==> src/rtl/gol_led_scan.sv <==
// Game of Life display stage: latches each generation grid over valid/ready and
// row-multiplexes it onto an 8x8 LED matrix, swapping buffers only at frame boundaries.
module gol_led_scan #(
   parameter int CLK_DIV        = 1000,
   parameter int BLANK_CYCLES   = 2,
   parameter bit ROW_ACTIVE_LOW = 1'b1,
   parameter bit COL_ACTIVE_LOW = 1'b0
) (
   input  logic        clk,
   input  logic        reset,
   input  logic        enable,
   input  logic [63:0] grid_in,
   input  logic        grid_valid,
   output logic        grid_ready,
   output logic [7:0]  row_out,
   output logic [7:0]  col_out,
   output logic        frame_done
);

   localparam int CW = (CLK_DIV > 1) ? $clog2(CLK_DIV) : 1;
   localparam logic [CW-1:0] CNT_LAST   = CW'(CLK_DIV - 1);
   localparam logic [CW-1:0] BLANK_LAST = CW'(BLANK_CYCLES - 1);
   localparam logic [7:0]    ROW_OFF    = ROW_ACTIVE_LOW ? 8'hFF : 8'h00;
   localparam logic [7:0]    COL_OFF    = COL_ACTIVE_LOW ? 8'hFF : 8'h00;

   typedef enum logic [1:0] {IDLE, BLANK, DRIVE} state_t;

   state_t         state;
   logic [2:0]     row;
   logic [CW-1:0]  cnt;
   logic [63:0]    disp;
   logic [63:0]    pending;
   logic           pend_full;
   logic           accept;
   logic           xfer;
   logic           start;
   logic           frame_wrap;

   // XOR against the off level flips polarity without a separate mux per pin.
   function automatic logic [7:0] row_drive(input logic [2:0] r);
      return ROW_OFF ^ (8'b1 << r);
   endfunction

   // Row r occupies grid bits [63-8r -: 8]; ~r * 8 is the low end of that slice.
   function automatic logic [7:0] col_drive(input logic [63:0] g, input logic [2:0] r);
      return COL_OFF ^ g[{~r, 3'b000} +: 8];
   endfunction

   assign accept     = grid_valid && grid_ready;
   assign start      = enable && (state == IDLE);
   assign frame_wrap = enable && (state == DRIVE) && (row == 3'd7) && (cnt == CNT_LAST);
   assign xfer       = pend_full && (start || frame_wrap);

   // NOTE: every register here uses <= so all updates see the pre-edge values;
   // the buffers are reset too, since a blank display after reset is required behaviour.
   always_ff @(posedge clk or posedge reset) begin
      if (reset) begin
         state      <= IDLE;
         row        <= 3'd0;
         cnt        <= '0;
         disp       <= 64'd0;
         pending    <= 64'd0;
         pend_full  <= 1'b0;
         grid_ready <= 1'b1;
         row_out    <= ROW_OFF;
         col_out    <= COL_OFF;
         frame_done <= 1'b0;
      end else begin
         // ready mirrors pend_full, so accept and xfer can never fire together.
         if (accept) begin
            pending    <= grid_in;
            pend_full  <= 1'b1;
            grid_ready <= 1'b0;
         end else if (xfer) begin
            pend_full  <= 1'b0;
            grid_ready <= 1'b1;
         end
         if (xfer)
            disp <= pending;

         frame_done <= 1'b0;
         if (!enable) begin
            state   <= IDLE;
            row     <= 3'd0;
            cnt     <= '0;
            row_out <= ROW_OFF;
            col_out <= COL_OFF;
         end else begin
            case (state)
               IDLE: begin
                  state   <= BLANK;
                  row     <= 3'd0;
                  cnt     <= '0;
                  row_out <= ROW_OFF;
                  col_out <= COL_OFF;
               end
               BLANK: begin
                  cnt <= cnt + CW'(1);
                  if (cnt == BLANK_LAST) begin
                     state      <= DRIVE;
                     row_out    <= row_drive(row);
                     col_out    <= col_drive(disp, row);
                     frame_done <= (row == 3'd7) && (cnt + CW'(1) == CNT_LAST);
                  end
               end
               DRIVE: begin
                  if (cnt == CNT_LAST) begin
                     state   <= BLANK;
                     cnt     <= '0;
                     row     <= row + 3'd1;
                     row_out <= ROW_OFF;
                     col_out <= COL_OFF;
                  end else begin
                     cnt        <= cnt + CW'(1);
                     frame_done <= (row == 3'd7) && (cnt + CW'(1) == CNT_LAST);
                  end
               end
               default: state <= IDLE;
            endcase
         end
      end
   end

endmodule
==> config.mk <==
export PLATFORM = sky130hd
export DESIGN_NAME = gol_led_scan
export DESIGN_NICKNAME = d
export VERILOG_FILES = /design/src/rtl/gol_led_scan.sv
export SDC_FILE = /design/constraint.sdc
export NUM_CORES = 1
export LEC_CHECK = 0
export BUFFER_PORTS_ARGS = -buffer_cell sky130_fd_sc_hd__buf_2
export CORE_MARGIN = 2
export CORE_UTILIZATION = 27
export DETAILED_ROUTE_END_ITERATION = 8
export SYNTH_ARGS = -nofsm -noshare
export SYNTH_HDL_FRONTEND = slang
export SYNTH_SLANG_ARGS = --single-unit
==> constraint.sdc <==
create_clock -name clk -period 8.8 [get_ports clk]
set_input_delay 0.44 -clock clk [delete_from_list [all_inputs] [get_ports clk]]
set_output_delay 0.44 -clock clk [all_outputs]
set_load 0.005 [all_outputs]
* After elaboration in Yosys (flattened, before gate mapping)
Cells that the tools add are included.
** Operators by class
- $add $sub $neg :: 2
- Equal/unequal tests :: 10
- Shift-type cells :: 2
- Multiplexer cells :: 26
- Bitwise gates (word level) :: 2
- Reductions and logical operators :: 13
** Operators with widths (number)
- $shiftx 64x7->8 :: 1
- $mux 8 :: 6
- $pmux 8 s3 :: 2
- $pmux 10 s3 :: 1
- $eq 10x10->1 const B :: 2
- $mux 10 :: 2
- $add 10x1->10 const B :: 1
- $eq 10x1->1 const B :: 1
- $not 8->8 :: 1
- $shl 1x3->8 const A :: 1
- $logic_and 1x1->1 :: 7
- $mux 1 :: 7
- $mux 2 :: 3
- $mux 3 :: 2
- $pmux 2 s3 :: 1
- $pmux 3 s2 :: 1
- $ne 4x1->1 const B :: 1
- $reduce_and 2->1 :: 2
- $add 3x1->3 const B :: 1
- $eq 3x3->1 const B :: 1
- $ne 3x1->1 const B :: 1
- $ne 3x2->1 const B :: 1
- $ne 3x3->1 const B :: 1
- $not 3->3 :: 1
- other kinds (7) :: 7
** Storage, ports and cells
- Register bits :: 162
- Input port bits :: 68
- Output and inout port bits :: 18
- Word-level logic and storage cells :: 65

* Logic depth before layout (Yosys ltp)
Gate-level depths: netlist (run 1).
- Word-level depth :: 8
- Depth in mapped cells :: 7

* Worst setup path before layout (run 1)
OpenSTA, ideal clock, no wires.
- Path type :: register -> register
- From :: reg cnt[0]
- To :: reg col_out[0]
- Arrival time :: 1.888 ns
- Data required time :: 8.675 ns
- Setup slack :: 6.787 ns
- Cell stages (with the launch flop) :: 7
- Clock period less this slack :: 2.013 ns
- Cell sequence :: dfrtp_1 -> ha_1 -> and2b_1 -> a311oi_4 -> a211oi_4 -> buf_12 -> mux2_4
** On the way
- Cells in the longest elaborated chain, start to end :: 3
** RTL lines
- start: declaration :: RTL line 30 : logic [CW-1:0] cnt;
- start signal: assignment :: RTL line 98 : cnt <= cnt + CW'(1);
- start signal: assignment :: RTL line 114 : cnt <= cnt + CW'(1);
- $eq 10x1->1 / $eq 10x10->1 (equally long branches) :: RTL line 99, 107
- $ne 3x3->1 (no line) / $ne 3x2->1 (equally long branches)
- $reduce_and 3->1 (no line) *
- end signal: assignment :: RTL line 102 : col_out <= col_drive(disp, row);
- end: declaration :: RTL line 16 : output logic [7:0] col_out,
Every way passes the cells marked *; elsewhere a longest branch is shown, timed or not.
A chain may end at the register's enable or synchronous reset.

* Final worst setup path (run 1)
- From :: reg row[2]
- To :: reg disp[37]
** On the way
- Cells in the longest elaborated chain, start to end :: 5
** RTL lines
- start: declaration :: RTL line 29 : logic [2:0] row;
- start signal: assignment :: RTL line 110 : row <= row + 3'd1;
- $eq 3x3->1 :: RTL line 51 : assign frame_wrap = enable && (state == DRIVE) && (row == 3'd7) && (cnt == CNT_LAST);
- $logic_and 1x1->1 (2 in a row) :: RTL line 51
- $logic_or 1x1->1 :: RTL line 52 : assign xfer = pend_full && (start || frame_wrap);
- $logic_and 1x1->1 :: RTL line 52
- end signal: assignment :: RTL line 79 : disp <= pending;
- end: declaration :: RTL line 31 : logic [63:0] disp;
No other way between the ends.

==> results.txt, run 1 <==
crit path time final = 2.989 ns
CTS tree = built
final setup vio count = 0
vias in the first global route = 4313
status = finished, final reports clean
Distinct cells, synth = 52
worst-margin pin slew = 1.102 ns
maximum VDD drop = 101.3 uV
commonest cells after routing, fill and taps aside = dfrtp_1, mux2_2, buf_2, nand2_1, clkbuf_16
filler instances = 2619
cells after synthesis = 499
Initial Util = 27.24%
final wirelength = 15.32 mm
CTS max path bufs = 2
WP data required = 9.11 ns
CTS buffer count = 17
Final period util = 33.97%
placed standard-cell area = 7990 sq um
Post-Syn Nets = 579
FFs w/ async S/R, synth = 100.0%
Post-DRT Antenna Nets = 0
hpwl dp = 10.41 mm
clk_skew = 0.01139 ns
CP Max Fanout = 65
DP Cell Count = 902
worst flop-to-flop path endpoint = disp[37]
Core Box Area = 26650 sq um
synthesized area per cell = 14.55 sq um
pin count of the biggest net entering global routing = 89
pre-CTS setup slack = 5.869 ns
Crit. End Element = register
height of the die = 168.0 um
final routed DRC violation total = 0
Initial DRC Count = 236
I/O Buffers = 85
Post-Syn Area = 7259 sq um
post-synthesis sequential area ratio = 56.00%
Clock Tree Root = clkbuf_16
worst r2r src = row[2]
Final Hold Vio Count = 0
Ys Warns = 0
ys flop type = dfrtp_1
RSZ-0062 raised after global routing = false
CP arrival = 3.30 ns
Syn-to-layout area delta = 17.98%
DR vias/cell = 4.591
first-pass GRT wire length = 24.49 mm
Total Routing Usage GR = 11.28%
Num Clock Sinks = 162
# H-tree levels = 4
CP Launch Type = register
FP Rows = 60
Final GP Congestion = 0.7666
Peak Freq = 0.3346 GHz
hold crit path type = in -> async
Post-synth EDFFs = 0
final core occ = 32.14%
final non-filler cell total = 935
reg2reg setup slack = 5.81 ns
# resized after CTS = 0
R2R depth = 5
grt total ovfl = 0
Max Slew Vio Count = 0
commonest non-fill, non-tap cell in the layout = dfrtp_1
headroom to the max-slew limit = 26.51%
Final nets = 660
post-route setup slack = 5.811 ns
# hold bufs at CTS = 0
Non-Filler Cell Area, Final = 8564 sq um
worst skew pair latency = 0.43 ns
layout cells sized above 1 = 50.93%
crit path kind = reg -> reg
DRT Pass-1 Iters = 4
leakage = 4.152 nW
vias = 4293
Post-CTS Setup Repair Bufs = 0
drt wl/cell = 16.39 um
max cap viols = 0
Hold Worst Slack = 0.1768 ns
IO Count = 86
Die W = 168.0 um
setup_tns = 0 ns
#FFs+latches synth = 162
Worst-path clk slew = 0.07 ns
full die area = 28210 sq um
P per Cell Area = 181.0 nW/um^2
Final Power = 1.551 mW
antenna violations before repair = 0
## worst max-delay path, cell delays in order (launching register included)
cell and delay [ns]:
dfrtp_1 1.07, ha_1 0.36, nand4_1 0.15, o21ai_4 0.15
buf_4 0.65, mux2_2 0.42
## synth_stat cells, types with 3 or more instances
| master | count | area, sq um |
|---|---|---|
| buf_2 | 6 | 30.03 |
| dfrtp_1 | 153 | 3829 |
| nor2b_1 | 4 | 25.02 |
| nand4_1 | 6 | 37.54 |
| nor2_1 | 10 | 37.54 |
| mux2_2 | 135 | 1520 |
| mux2_4 | 10 | 150.1 |
| nand3_1 | 10 | 50.05 |
| a22o_1 | 8 | 70.07 |
| dfstp_2 | 9 | 236.5 |
| ha_1 | 12 | 150.1 |
| mux4_2 | 16 | 360.4 |
| buf_4 | 8 | 60.06 |
| o221ai_1 | 4 | 35.03 |
| o21ai_0 | 7 | 35.03 |
| clkbuf_1 | 10 | 37.54 |
| nand2_1 | 27 | 101.4 |
| nor3_1 | 3 | 15.01 |
| inv_1 | 14 | 52.55 |
| buf_6 | 3 | 33.78 |
| o2111ai_1 | 3 | 26.28 |
## area by class of cell
type	instances	area (sq um)	area share, %
Clock inverter	13	138.9	1.622
Antenna cell	1	2.502	0.02922
Tap cell	341	426.7	4.982
Multi-Input combinational cell	294	2970	34.68
Sequential cell	162	4065	47.47
Inverter	14	57.56	0.6720
Clock buffer	19	432.9	5.055
Timing Repair Buffer	91	470.5	5.493
## sequential cells by signal (all words and copies together), names as in the netlist
| register | flops |
|---|---|
| grid_ready | 1 |
| disp | 64 |
| pend_full | 1 |
| row | 3 |
| row_out | 8 |
| cnt | 10 |
| state | 2 |
| pending | 64 |
| frame_done | 1 |
| col_out | 8 |
## metal layers
layer / vias to the layer above / global-route usage [%] / share of wire (%)
li1: 1991 / - / -
met1: 2206 / 16.34 / 50
met2: 86 / 16.33 / 45
met3: 10 / 3.385 / 4.9
met4: 0 / 3.100 / 0.69
met5: - / 0 / 0
## worst max-delay path by stage
stage	slack, ns	to	startpoint	cells past startpoint
2_1_floorplan	4.00	cnt[0]	reset	1
3_3_place_gp	5.88	disp[17]	row[2]	5
3_5_place_dp	5.87	disp[50]	row[2]	5
4_1_cts	5.84	disp[50]	row[2]	5
5_1_grt	5.64	disp[50]	row[2]	5
6_report	5.81	disp[37]	row[2]	5
## cells by family after synthesis
group                      synth area share, %
AOI/OAI and AO/OA                        5.240
adders and majority gates                2.068
buffers and inverters                    3.275
DFF                                      56.00
muxes                                    27.97
and+or+nand+nor                          5.447
## where the power goes
part	switching (mW)	internal (mW)	leakage, nW
logic	0.0484	0.0262	1.64
clock network	0.324	0.400	0.283
registers	0.00358	0.748	2.23
Note: power is estimated with default switching activity, not from simulation.
==> run 2, diff against run 1 <==
Clock period 8.8 ns to 2.6 ns, I/O delays scaled along.
==> results.txt, run 2 (synthesized netlist as in run 1, its figures left out) <==
status = finished, final reports clean
Num Clock Sinks = 162 (unchanged)
leakage = 4.492 nW (+8.2%)
max cap viols = 0 (unchanged)
slowest CP cell = dfrtp_1
final setup vio count = 0 (unchanged)
Worst-path clk slew = 0.07 ns (about the same)
maximum VDD drop = 366.7 uV (+260%)
commonest cells after routing, fill and taps aside = dfrtp_1, mux2_2, buf_2, dlygate4sd3_1, nand2_1
Final GP Congestion = 0.8273 (+7.9%)
worst-margin pin slew = 0.5826 ns (-0.5197 ns)
Crit. End Element = register
clk_skew = 0.01070 ns (-0.0006905 ns)
Post-DRT Antenna Nets = 0 (unchanged)
CTS max path bufs = 2 (unchanged)
Clock Tree Root = clkbuf_16
P per Cell Area = 576.8 nW/um^2 (+220%)
# H-tree levels = 4 (unchanged)
area of the multi-input gates = 2970 sq um (unchanged)
vias in the first global route = 4586 (+6.3%)
CP Launch Type = register
CP Max Fanout = 9 (-86%)
headroom to the max-slew limit = 61.02% (+35 points)
Final Power = 5.405 mW (+250%)
Critical Path Max Stage Delay = 0.46 ns (-0.61 ns)
Initial DRC Count = 219 (-7.2%)
CTS buffer count = 17 (unchanged)
DR vias/cell = 4.501 (-2.0%)
hold crit path type = in -> reg
Non-Filler Cell Area, Final = 9371 sq um (+9.4%)
Final period util = 86.96% (+53 points)
Total Routing Usage GR = 11.65% (+0.37 points)
I/O Buffers = 85 (unchanged)
vias = 4537 (+5.7%)
ANT cells = 0 (-1)
pin count of the biggest net entering global routing = 92 (+3.4%)
Die W = 168.0 um (unchanged)
# hold bufs at CTS = 65 (+65)
final core occ = 35.16% (+3.0 points)
grt total ovfl = 0 (unchanged)
IO Count = 86 (unchanged)
final routed DRC violation total = 0 (unchanged)
first-pass GRT wire length = 25.56 mm (+4.4%)
Peak Freq = 0.4423 GHz (+32%)
full die area = 28210 sq um (unchanged)
WP data required = 2.96 ns (-6.15 ns)
# resized after CTS = 0 (unchanged)
Largest regs = disp (64), pending (64), cnt (10)
height of the die = 168.0 um (unchanged)
Initial Util = 27.24% (unchanged)
crit path kind = reg -> reg
CTS tree = built
CP arrival = 2.62 ns (-0.68 ns)
worst skew pair latency = 0.42 ns (about the same)
filler instances = 2600 (-0.73%)
crit path time final = 2.261 ns (-0.7282 ns)
setup_tns = 0 ns (unchanged)
CP cell instances = ha_1, and2b_1, a31oi_1, nand4_1, a2111oi_0, buf_4
RSZ-0062 raised after global routing = false
drt wl/cell = 15.50 um (-5.4%)
final wirelength = 15.62 mm (+1.9%)
register area = 4065 sq um (unchanged)
layout cells sized above 1 = 46.93% (-4.0 points)
antenna violations before repair = 0 (unchanged)
commonest non-fill, non-tap cell in the layout = dfrtp_1
placed standard-cell area = 8127 sq um (+1.7%)
Final Hold Vio Count = 0 (unchanged)
FP Rows = 60 (unchanged)
Max Slew Vio Count = 0 (unchanged)
hpwl dp = 10.70 mm (+2.8%)
Final nets = 735 (+11%)
Hold Worst Slack = 0.03152 ns (-0.1453 ns)
Syn-to-layout area delta = 29.09%
Post-CTS Setup Repair Bufs = 0 (unchanged)
Core Box Area = 26650 sq um (unchanged)
DRT Pass-1 Iters = 4 (unchanged)
-- run 2: cell count changes in the layout (fill, tap and decap cells not counted), sizes merged --
cell / before / now
clkinvlp: 0 / 4
buf: 91 / 101
inv: 22 / 15
dlygate4sd3: 0 / 65
clkbuf: 19 / 20
bufinv: 1 / 2
diode: 1 / 0
-- run 2: final timing paths --
check / to / slack [ns] / start / cells after the start
worst min register to register: disp[37] / 0.50 / pending[37] / 1
worst min-delay path: pending[22] / 0.03 / grid_in[22] / 2
worst max register to register: frame_done / 0.34 / cnt[0] / 6
max in group asynchronous: row_out[1] / 1.46 / reset / 4
worst max-delay path: frame_done / 0.34 / cnt[0] / 6
min in group asynchronous: pending[42] / 0.32 / reset / 3
-- run 2: where the power goes --
group	internal (mW)	total, mW	switching [mW]	leakage (nW)
logic	0.167	0.344	0.177	1.98
clock network	1.49	2.52	1.03	0.285
registers	2.53	2.54	0.0113	2.23
-- run 2: area by class of cell --
class                   instances  share of cell area [%]
multi-input cells             294                   31.70
clock buffers                  20                   4.980
repair buffers                166                   13.43
well taps                     341                   4.553
inverters                      14                  0.6008
clock inverters                11                   1.362
flip-flops and latches        162                   43.38
-- run 2: stage by stage --
stage,worst slack (ns),std cells
finish,0.3391,1008
detailed placement,0.2728,912
global placement,0.2836,912
floorplan,0.4205,499
global route,0.03414,1008
CTS,0.2588,1008
-- run 2: layer usage --
metal	global-route usage [%]	routed length, um	vias up
met3	2.445	500	9
met4	2.722	127	0
met1	16.44	7690	2304
li1	-	-	2143
met2	18.42	7299	81
met5	0	0	-
-- run 2: critical path, delay by kind of cell (launching register included) --
kind,cells,cell delay [ns]
adders and majority gates,1,0.29
AOI/OAI and AO/OA,2,0.87
DFF,1,0.46
and+or+nand+nor,2,0.40
buffers and inverters,1,0.19
==> run 3, diff against run 2 <==
Settings changed: CORE_MARGIN 2 to not set, REMOVE_ABC_BUFFERS set to 1.
==> results.txt, run 3 (synthesized netlist as in run 1, its figures left out) <==
Final GP Congestion = 0.8290 (+0.21%)
Buf+Inv Stages, Crit Path = 1 (unchanged)
RSZ-0062 raised after global routing = false
final wirelength = 15.72 mm (+0.61%)
DP Cell Count = 910 (-0.22%)
Worst path top cell family by delay = flip-flops
hpwl dp = 10.14 mm (-5.2%)
# H-tree levels = 4 (unchanged)
layout cells sized above 1 = 47.25% (+0.32 points)
Final Hold Vio Count = 0 (unchanged)
Crit. End Element = register
status = finished with violations
Total Routing Usage GR = 12.15% (+0.50 points)
headroom to the max-slew limit = 38.29% (-23 points)
leakage = 4.512 nW (+0.45%)
Initial Util = 27.70% (+0.46 points)
antenna violations before repair = 0 (unchanged)
CTS max path bufs = 2 (unchanged)
IO Count = 86 (unchanged)
DR vias/cell = 4.514 (+0.29%)
CTS buffer count = 17 (unchanged)
hold crit path type = in -> reg
CP arrival = 2.63 ns (about the same)
pin count of the biggest net entering global routing = 73 (-21%)
crit path time final = 2.328 ns (+0.06718 ns)
Die W = 166.0 um (-1.2%)
worst skew pair latency = 0.43 ns (about the same)
Peak Freq = 0.4295 GHz (-2.9%)
crit path kind = reg -> reg
Syn-to-layout area delta = 29.30%
Clock Tree Root = clkbuf_16
commonest non-fill, non-tap cell in the layout = dfrtp_1
final setup vio count = 0 (unchanged)
max cap viols = 0 (unchanged)
full die area = 27550 sq um (-2.4%)
Worst-path clk slew = 0.07 ns (about the same)
# hold bufs at CTS = 66 (+1.5%)
# resized after CTS = 0 (unchanged)
CP Launch Type = register
ANT cells = 0 (unchanged)
filler instances = 2528 (-2.8%)
worst-margin pin slew = 0.9256 ns (+0.3430 ns)
I/O Buffers = 85 (unchanged)
CTS tree = built
FP Rows = 59 (-1.7%)
Final nets = 740 (+0.68%)
clk_skew = 0.01226 ns (+0.001560 ns)
area of the multi-input gates = 2975 sq um (+0.17%)
vias in the first global route = 4749 (+3.6%)
failing checks = DRC
DRT Pass-1 Iters = 6 (+2)
Max Slew Vio Count = 0 (unchanged)
final non-filler cell total = 1008 (unchanged)
Initial DRC Count = 215 (-1.8%)
Num Clock Sinks = 162 (unchanged)
final routed DRC violation total = 3 (+3)
Critical Path Max Stage Delay = 0.48 ns (+0.02 ns)
setup_tns = 0 ns (unchanged)
grt total ovfl = 0 (unchanged)
slowest CP cell = dfrtp_1
Post-DRT Antenna Nets = 0 (unchanged)
Post-CTS Setup Repair Bufs = 0 (unchanged)
height of the die = 166.0 um (-1.2%)
drt wl/cell = 15.59 um (+0.61%)
Largest regs = disp (64), pending (64), cnt (10)
P per Cell Area = 586.6 nW/um^2 (+1.7%)
vias = 4550 (+0.29%)
first-pass GRT wire length = 26.03 mm (+1.9%)
Final period util = 89.54% (+2.6 points)
register area = 4065 sq um (unchanged)
CP cell instances = ha_1, and2b_1, nand3_1, o21ai_4, buf_4, mux2_2
Core Box Area = 26210 sq um (-1.7%)
commonest cells after routing, fill and taps aside = dfrtp_1, mux2_2, buf_2, dlygate4sd3_1, nand2_1
maximum VDD drop = 347.5 uV (-5.2%)
WP data required = 2.91 ns (-0.05 ns)
CP Max Fanout = 29 (+20)
## run 3: cell types whose count changed in the layout (fill, tap and decap cells not counted)
cell | before | now
inv_6 | 2 | 3
nand2_2 | 1 | 0
clkinv_4 | 2 | 1
buf_12 | 5 | 2
clkinvlp_4 | 4 | 6
inv_8 | 0 | 1
buf_4 | 11 | 18
dlygate4sd3_1 | 65 | 66
bufinv_16 | 2 | 3
clkbuf_8 | 3 | 0
nand2_4 | 0 | 1
## run 3: power breakdown
part	internal [mW]	leakage, nW	switching (mW)	total, mW
sequential	2.53	2.23	0.0117	2.54
clock	1.52	0.280	1.08	2.60
combinational	0.174	2.00	0.192	0.366
total	4.22	4.51	1.28	5.51
## run 3: path summary, 6_finish.rpt
check / start / end / slack (ns) / depth (start not counted)
max in group asynchronous: reset / disp[23] / 1.50 / 4
min in group asynchronous: reset / col_out[2] / 0.37 / 3
max: cnt[0] / disp[27] / 0.27 / 6
max reg2reg: cnt[0] / disp[27] / 0.27 / 6
min reg2reg: pending[17] / disp[17] / 0.50 / 1
min: enable / row[2] / 0.06 / 3
## run 3: layer usage
metal	vias up	wire (um)	GRT usage, %
met2	79	7407	19.52
li1	2156	-	-
met3	18	502	2.788
met4	0	204	3.576
met5	-	0	0
met1	2297	7602	16.32
## run 3: layout make-up
type / count / share of cell area, %
multi-input combinational: 294 / 31.70
inverter: 14 / 0.6132
clock inverter: 15 / 1.946
timing repair buffer: 171 / 13.44
clock buffer: 17 / 4.532
sequential: 162 / 43.31
tap: 335 / 4.465
## run 3: metrics by stage
| step | util, % | power, mW | setup WS, ns | hold WS [ns] | instance area [sq um] |
|---|---|---|---|---|---|
| after global routing | 35.82 | 5.725 | 0.1023 | 0.05339 | 9387 |
| final | 35.82 | 5.506 | 0.2719 | 0.06284 | 9387 |
| after global placement | 30.98 | 2.886 | 0.3630 | 0.2914 | 8118 |
| after CTS | 35.82 | 5.594 | 0.2869 | 0.03628 | 9387 |
| after detailed placement | 30.98 | 2.888 | 0.3099 | 0.3051 | 8118 |
| after floorplan | - | 2.732 | -2.352 | 0.2594 | 7074 |
## run 3: worst register-to-register path: cells and delay by family (launching register included)
| kind | cells | cell delay [ns] |
|---|---|---|
| compound gates | 1 | 0.21 |
| fa+ha+maj | 1 | 0.30 |
| buf+inv | 1 | 0.39 |
| flops | 1 | 0.48 |
| mux | 1 | 0.40 |
| simple gates | 2 | 0.42 |
